**config.mk**
```make
export PLATFORM = sky130hd
export DESIGN_NAME = ps2_tx_flat
export DESIGN_NICKNAME = d
export VERILOG_FILES = /design/src/rtl/ps2_pkg.sv /design/src/rtl/ps2_tx_if.sv /design/src/rtl/ps2_clk_filter.sv /design/src/rtl/ps2_tx.sv /design/src/flat_wrapper.sv
export SDC_FILE = /design/constraint.sdc
export NUM_CORES = 1
export LEC_CHECK = 0
export CORE_ASPECT_RATIO = 1.2
export CORE_UTILIZATION = 62
export CTS_BUF_LIST = sky130_fd_sc_hd__clkbuf_8
export DETAILED_ROUTE_END_ITERATION = 12
export HOLD_SLACK_MARGIN = 0.06
export PLACE_DENSITY = 0.83
export SKIP_LAST_GASP = 1
export SLEW_MARGIN = 40
export SYNTH_ARGS = -nofsm -noshare
export SYNTH_HDL_FRONTEND = slang
export SYNTH_SLANG_ARGS = --single-unit
```
**constraint.sdc**
```tcl
create_clock -name clk -period 4.15 [get_ports clk]
set_input_delay 0.6225 -clock clk [delete_from_list [all_inputs] [get_ports clk]]
set_output_delay 0.6225 -clock clk [all_outputs]
set_load 0.02 [all_outputs]
```
**src/rtl/ps2_pkg.sv**
```systemverilog
// Shared PS/2 definitions: host-transmit state encoding, default timing
// constants, frame length and the odd-parity helper.
package ps2_pkg;

  localparam int RTS_CYCLES_DEF     = 5000;
  localparam int TIMEOUT_CYCLES_DEF = 750000;
  localparam int FILTER_LEN_DEF     = 8;
  localparam int FRAME_BITS         = 11;

  typedef enum logic [2:0] {
    S_IDLE      = 3'd0,
    S_RTS       = 3'd1,
    S_REQ       = 3'd2,
    S_DATA      = 3'd3,
    S_PARITY    = 3'd4,
    S_STOP      = 3'd5,
    S_ACK       = 3'd6,
    S_WAIT_IDLE = 3'd7
  } ps2_state_e;

  function automatic logic odd_parity(input logic [7:0] b);
    return ~^b;
  endfunction

endpackage

```
**src/rtl/ps2_tx_if.sv**
```systemverilog
// Host-side command strobe, status pulses and PS/2 pad signals of ps2_tx.
// Handshake: wr is a one-cycle strobe taken only while busy is low; din is
// captured with it, and exactly one of done/err pulses when busy drops.
interface ps2_tx_if;
  import ps2_pkg::*;

  logic       wr;
  logic [7:0] din;
  logic       busy;
  logic       done;
  logic       err;
  logic       ps2c_in;
  logic       ps2d_in;
  logic       ps2c_oe;
  logic       ps2d_oe;
  ps2_state_e state_dbg;

  modport master (
    output wr, din, ps2c_in, ps2d_in,
    input  busy, done, err, ps2c_oe, ps2d_oe, state_dbg
  );

  modport slave (
    input  wr, din, ps2c_in, ps2d_in,
    output busy, done, err, ps2c_oe, ps2d_oe, state_dbg
  );

endinterface

```
**src/rtl/ps2_clk_filter.sv**
```systemverilog
// Two-flop synchronisers for the PS/2 pads plus a run-length glitch filter
// on the clock line with a one-cycle falling-edge tick.
module ps2_clk_filter #(
  parameter int FILTER_LEN = 8
) (
  input  logic clk,
  input  logic reset,
  input  logic ps2c_in,
  input  logic ps2d_in,
  output logic c_filt,
  output logic d_sync,
  output logic fall_tick
);

  localparam int CW = $clog2(FILTER_LEN + 1);

  logic [1:0]    c_sync_q;
  logic [1:0]    d_sync_q;
  logic [CW-1:0] run_q;
  logic          c_s;

  assign c_s    = c_sync_q[1];
  assign d_sync = d_sync_q[1];

  // run_q counts consecutive samples disagreeing with the filtered level.
  always_ff @(posedge clk) begin
    if (reset) begin
      c_sync_q  <= 2'b11;
      d_sync_q  <= 2'b11;
      run_q     <= '0;
      c_filt    <= 1'b1;
      fall_tick <= 1'b0;
    end else begin
      c_sync_q  <= {c_sync_q[0], ps2c_in};
      d_sync_q  <= {d_sync_q[0], ps2d_in};
      fall_tick <= 1'b0;
      if (c_s == c_filt) begin
        run_q <= '0;
      end else if (run_q == CW'(FILTER_LEN - 1)) begin
        c_filt    <= c_s;
        run_q     <= '0;
        fall_tick <= c_filt;
      end else begin
        run_q <= run_q + 1'b1;
      end
    end
  end

endmodule

```
**src/rtl/ps2_tx.sv**
```systemverilog
// PS/2 host-to-device command transmitter: clock inhibit, start bit, eight
// data bits LSB-first, odd parity, stop, device ACK check and bus-idle wait.
module ps2_tx
  import ps2_pkg::*;
#(
  parameter int RTS_CYCLES     = RTS_CYCLES_DEF,
  parameter int TIMEOUT_CYCLES = TIMEOUT_CYCLES_DEF,
  parameter int FILTER_LEN     = FILTER_LEN_DEF
) (
  input logic     clk,
  input logic     reset,
  ps2_tx_if.slave bus
);

  localparam logic [2:0] ST_IDLE      = S_IDLE;
  localparam logic [2:0] ST_RTS       = S_RTS;
  localparam logic [2:0] ST_REQ       = S_REQ;
  localparam logic [2:0] ST_DATA      = S_DATA;
  localparam logic [2:0] ST_PARITY    = S_PARITY;
  localparam logic [2:0] ST_STOP      = S_STOP;
  localparam logic [2:0] ST_ACK       = S_ACK;
  localparam logic [2:0] ST_WAIT_IDLE = S_WAIT_IDLE;

  localparam int DATA_BITS = FRAME_BITS - 3;
  localparam int CNT_MAX   = (RTS_CYCLES > TIMEOUT_CYCLES) ? RTS_CYCLES : TIMEOUT_CYCLES;
  localparam int CNT_W     = $clog2(CNT_MAX + 1);

  logic [2:0]       state_q;
  logic [CNT_W-1:0] cnt_q;
  logic [7:0]       data_q;
  logic             par_q;
  logic [2:0]       bit_q;
  logic             done_q;
  logic             err_q;
  logic             c_filt;
  logic             d_sync;
  logic             fall_tick;
  logic             c_oe;
  logic             d_oe;

  ps2_clk_filter #(.FILTER_LEN(FILTER_LEN)) u_filter (
    .clk       (clk),
    .reset     (reset),
    .ps2c_in   (bus.ps2c_in),
    .ps2d_in   (bus.ps2d_in),
    .c_filt    (c_filt),
    .d_sync    (d_sync),
    .fall_tick (fall_tick)
  );

  // cnt_q times the inhibit in RTS, then restarts at REQ entry as the
  // transfer timeout; the timeout check takes priority over any fall tick.
  always_ff @(posedge clk) begin
    if (reset) begin
      state_q <= ST_IDLE;
      cnt_q   <= '0;
      data_q  <= '0;
      par_q   <= 1'b0;
      bit_q   <= '0;
      done_q  <= 1'b0;
      err_q   <= 1'b0;
    end else begin
      done_q <= 1'b0;
      err_q  <= 1'b0;
      cnt_q  <= cnt_q + 1'b1;
      case (state_q)
        ST_IDLE: begin
          cnt_q <= '0;
          if (bus.wr) begin
            data_q  <= bus.din;
            par_q   <= odd_parity(bus.din);
            bit_q   <= '0;
            state_q <= ST_RTS;
          end
        end
        ST_RTS: begin
          if (cnt_q == CNT_W'(RTS_CYCLES - 1)) begin
            cnt_q   <= '0;
            state_q <= ST_REQ;
          end
        end
        default: begin
          if (cnt_q == CNT_W'(TIMEOUT_CYCLES - 1)) begin
            state_q <= ST_IDLE;
            err_q   <= 1'b1;
          end else begin
            case (state_q)
              ST_REQ:    if (fall_tick) state_q <= ST_DATA;
              ST_DATA: begin
                if (fall_tick) begin
                  if (bit_q == 3'(DATA_BITS - 1)) state_q <= ST_PARITY;
                  else                            bit_q   <= bit_q + 1'b1;
                end
              end
              ST_PARITY: if (fall_tick) state_q <= ST_STOP;
              ST_STOP:   if (fall_tick) state_q <= ST_ACK;
              ST_ACK: begin
                if (fall_tick) begin
                  state_q <= d_sync ? ST_IDLE : ST_WAIT_IDLE;
                  err_q   <= d_sync;
                end
              end
              ST_WAIT_IDLE: begin
                if (c_filt && d_sync) begin
                  state_q <= ST_IDLE;
                  done_q  <= 1'b1;
                end
              end
              default: state_q <= ST_IDLE;
            endcase
          end
        end
      endcase
    end
  end

  always_comb begin
    c_oe = 1'b0;
    d_oe = 1'b0;
    case (state_q)
      ST_RTS: begin
        c_oe = 1'b1;
        d_oe = (cnt_q == CNT_W'(RTS_CYCLES - 1));
      end
      ST_REQ:    d_oe = 1'b1;
      ST_DATA:   d_oe = ~data_q[bit_q];
      ST_PARITY: d_oe = ~par_q;
      default:   ;
    endcase
  end

  assign bus.ps2c_oe   = c_oe;
  assign bus.ps2d_oe   = d_oe;
  assign bus.busy      = (state_q != ST_IDLE);
  assign bus.done      = done_q;
  assign bus.err       = err_q;
  assign bus.state_dbg = ps2_state_e'(state_q);

endmodule
```
**src/flat_wrapper.sv**
```systemverilog
// flat-port wrapper written by rule: the top's interface ports become plain ports
module ps2_tx_flat import ps2_pkg::*;
#(
  parameter int RTS_CYCLES     = RTS_CYCLES_DEF,
  parameter int TIMEOUT_CYCLES = TIMEOUT_CYCLES_DEF,
  parameter int FILTER_LEN     = FILTER_LEN_DEF
)
  (clk, reset, bus_wr, bus_din, bus_ps2c_in, bus_ps2d_in, bus_busy, bus_done, bus_err, bus_ps2c_oe, bus_ps2d_oe, bus_state_dbg);
  ps2_tx_if bus_i ();
  input logic clk;
  input logic reset;
  input wire logic [$bits(bus_i.wr)-1:0] bus_wr;
  input wire logic [$bits(bus_i.din)-1:0] bus_din;
  input wire logic [$bits(bus_i.ps2c_in)-1:0] bus_ps2c_in;
  input wire logic [$bits(bus_i.ps2d_in)-1:0] bus_ps2d_in;
  output wire logic [$bits(bus_i.busy)-1:0] bus_busy;
  output wire logic [$bits(bus_i.done)-1:0] bus_done;
  output wire logic [$bits(bus_i.err)-1:0] bus_err;
  output wire logic [$bits(bus_i.ps2c_oe)-1:0] bus_ps2c_oe;
  output wire logic [$bits(bus_i.ps2d_oe)-1:0] bus_ps2d_oe;
  output wire logic [$bits(bus_i.state_dbg)-1:0] bus_state_dbg;
  assign bus_i.wr = bus_wr;
  assign bus_i.din = bus_din;
  assign bus_i.ps2c_in = bus_ps2c_in;
  assign bus_i.ps2d_in = bus_ps2d_in;
  assign bus_busy = bus_i.busy;
  assign bus_done = bus_i.done;
  assign bus_err = bus_i.err;
  assign bus_ps2c_oe = bus_i.ps2c_oe;
  assign bus_ps2d_oe = bus_i.ps2d_oe;
  assign bus_state_dbg = bus_i.state_dbg;
  ps2_tx #(.RTS_CYCLES(RTS_CYCLES), .TIMEOUT_CYCLES(TIMEOUT_CYCLES), .FILTER_LEN(FILTER_LEN)) u_core (.clk(clk), .reset(reset), .bus(bus_i));
endmodule
```
==> metrics.cfg <==
[synth]
synthFlopType=dfxtp_1
seq_area_frac_synth_pct=43.2
ys_types=41
ys_ff_latch=47
synthCells=256
synth-edff-count=0
synthArstFlopShare_pct=0
synthesis.nets=273
avgSynthCellArea_um2=8.50
syn_area_mm2=0.00218
yosys_warnings=0

[drt]
wl_per_cell_um=12.5
wirelength_um=3910
drcViolationCount=0
drt_pass1_iterations=4
ant_nets=0
drt-initial-drc-count=85
vias=1741
viasPerCell=5.58

[cells_and_area]
drive_gt1_share_pct=8.73
nets=291
final_common_cell=dfxtp_1
mostFrequentLayoutCells=dfxtp_1 (47), nor2_1 (39), nand2_1 (35)
num_antenna_cells=0
final_cells=312
area_growth_pct=13.2

[clocking]
post_cts_buffers=0
clock_tree.root_cell=clkbuf_8
clk_pin_slew_ns=0.08
numCtsBuffers=5
clk_path_buf_depth=2
cts_hold_buffers=0
cts_tree=yes
htree_num_levels=2
cts.sinks=47
cts.repair.resized=0
clock_latency_ns=0.29

[sta]
period_needed_ns=3.15
tns_ns=0
fin_worst_skew_ns=0.00212
drv_slew=0
setup_viol=0
fmax_ghz=0.317
rsz0062_at_grt=false
worst_pin_slew_ns=0.470
relSlewSlack_pct=68.6
fin_ws_ns=0.995
finalCritPeriodShare_pct=76.0
hold_violations=0

[floorplan]
ios=21
core_mm2=0.00334
dieArea_mm2=0.00375
dieWidth_um=56.1
start_util_pct=65.2
fp.dieH_um=66.9
rows=23

[pwr]
p_leak_nw=0.884
p_seq_share_pct=51.0
total_power_uw=994
power_density_mw_per_mm2=404
ir_worst_vdd_uv=346
combPwrFrac_pct=23.8
p_clk_share_pct=25.2
intPower_uw=696
p_sw_uw=299
swShare_pct=30.0

[critical_path]
cp_max_fo=3
crit_arrival_ns=2.53
worstSetupPathType=reg -> out
start_kind=register
cp-end-kind=output pin
cp.required_ns=3.53

[job]
cap_violations=0

[global_route]
grt_pass1_vias=1549
antenna_found_initial=0
grt_pass1_wl_um=6490
track_usage_pct=22.4
grt_max_degree=26
overflow=0

[placed_design]
dp_hpwl_um=2830
port_buffers=20
pre_cts_ws_ns=1.32
gp_congestion=0.788
placed_cells=304

[hold_path]
min_path_type=reg -> reg

[run_status]
status=complete, no violations

critical path: stages, from the launching register on:
cell,delay (ns)
dfxtp_1,0.36
ha_1,0.21
nand4_1,0.11
or4_4,0.51
nor3_1,0.17
a22oi_1,0.09
o22ai_1,0.14
clkdlybuf4s50_1,0.64
worst paths after layout:
| check | endpoint | from | slack, ns | cells after the start |
|---|---|---|---|---|
| max | bus_ps2d_oe | u_core.cnt_q[0]$_SDFF_PP0_ | 1.0 | 7 |
| min | u_core.u_filter.c_sync_q[1]$_SDFF_PP1_ | u_core.u_filter.c_sync_q[0]$_SDFF_PP1_ | 0.41 | 1 |
| max reg2reg | u_core.bus.state_dbg[1]$_SDFFE_PP0P_ | u_core.cnt_q[0]$_SDFF_PP0_ | 2.02 | 7 |
| min reg2reg | u_core.u_filter.c_sync_q[1]$_SDFF_PP1_ | u_core.u_filter.c_sync_q[0]$_SDFF_PP1_ | 0.41 | 1 |
cell usage after synthesis (all sizes together), types with 4 or more instances:
cell type   n  area, µm²
xnor2      17        149
and2        4       25.0
nor3        7       35.0
and3        9       57.6
dfxtp      47        941
ha          4       50.1
nand2      35        131
o21ai       4       23.8
nand4       5       31.3
xor2       11       96.3
inv         8       30.0
or2         6       37.5
a21oi      17       88.8
nand3       8       45.0
nor2       39        146
clkbuf      8       30.0
final cells by class:
type / count / area, µm²
Multi-Input combinational cell: 192 / 1170
Sequential cell: 47 / 941
Fill cell: 268 / 875
Timing Repair Buffer: 20 / 195
Clock buffer: 5 / 68.8
Tap cell: 37 / 46.3
Inverter: 8 / 30.0
Clock inverter: 3 / 12.5
flip-flops by register name, indices dropped and copies added, names as in the netlist:
register and cells:
u_core.cnt_q 20, u_core.u_filter.c_sync_q 2, u_core.par_q 1, u_core.bus.err 1, u_core.u_filter.c_filt 1, u_core.bus.state_dbg 3
u_core.u_filter.d_sync_q 2, u_core.bit_q 3, u_core.u_filter.fall_tick 1, u_core.u_filter.run_q 4, u_core.data_q 8, u_core.bus.done 1
per-stage QoR:
step	utilization (%)	hold WS, ns	cell area, µm²
2_1_floorplan	-	0.389	2180
3_3_place_gp	71.5	0.393	2390
3_5_place_dp	71.5	0.399	2390
4_1_cts	74.0	0.417	2470
5_1_grt	73.8	0.427	2460
6_report	73.8	0.413	2460
power groups by stage:
| stage | logic (mW) | clock network [mW] | registers [mW] |
|---|---|---|---|
| 2_1_floorplan | 0.172 | 0 | 0.508 |
| 3_3_place_gp | 0.236 | 0 | 0.517 |
| 3_5_place_dp | 0.239 | 0 | 0.517 |
| 4_1_cts | 0.240 | 0.259 | 0.507 |
| 5_1_grt | 0.261 | 0.273 | 0.513 |
| 6_report | 0.237 | 0.250 | 0.507 |
cells by family (layout without fill, tap and decap cells):
family	count (synthesis)	count (layout)	share of synthesized area [%]
AO/OA/AOI/OAI	29	29	8.86
XOR/XNOR	28	28	11.3
adder cells (fa/ha/maj)	4	4	2.30
buffers and inverters	17	36	2.99
flip-flops	47	47	43.2
multiplexers	5	5	3.51
AND/OR/NAND/NOR	126	126	27.8
metal layers:
metal / GRT usage [%] / up-vias / wire length [µm]
met4: 13.1 / 0 / 103
li1: - / 893 / -
met2: 38.5 / 37 / 2020
met3: 5.24 / 12 / 120
met5: 0 / - / 0
met1: 25.5 / 799 / 1670
Note: power is estimated with default switching activity, not from simulation.
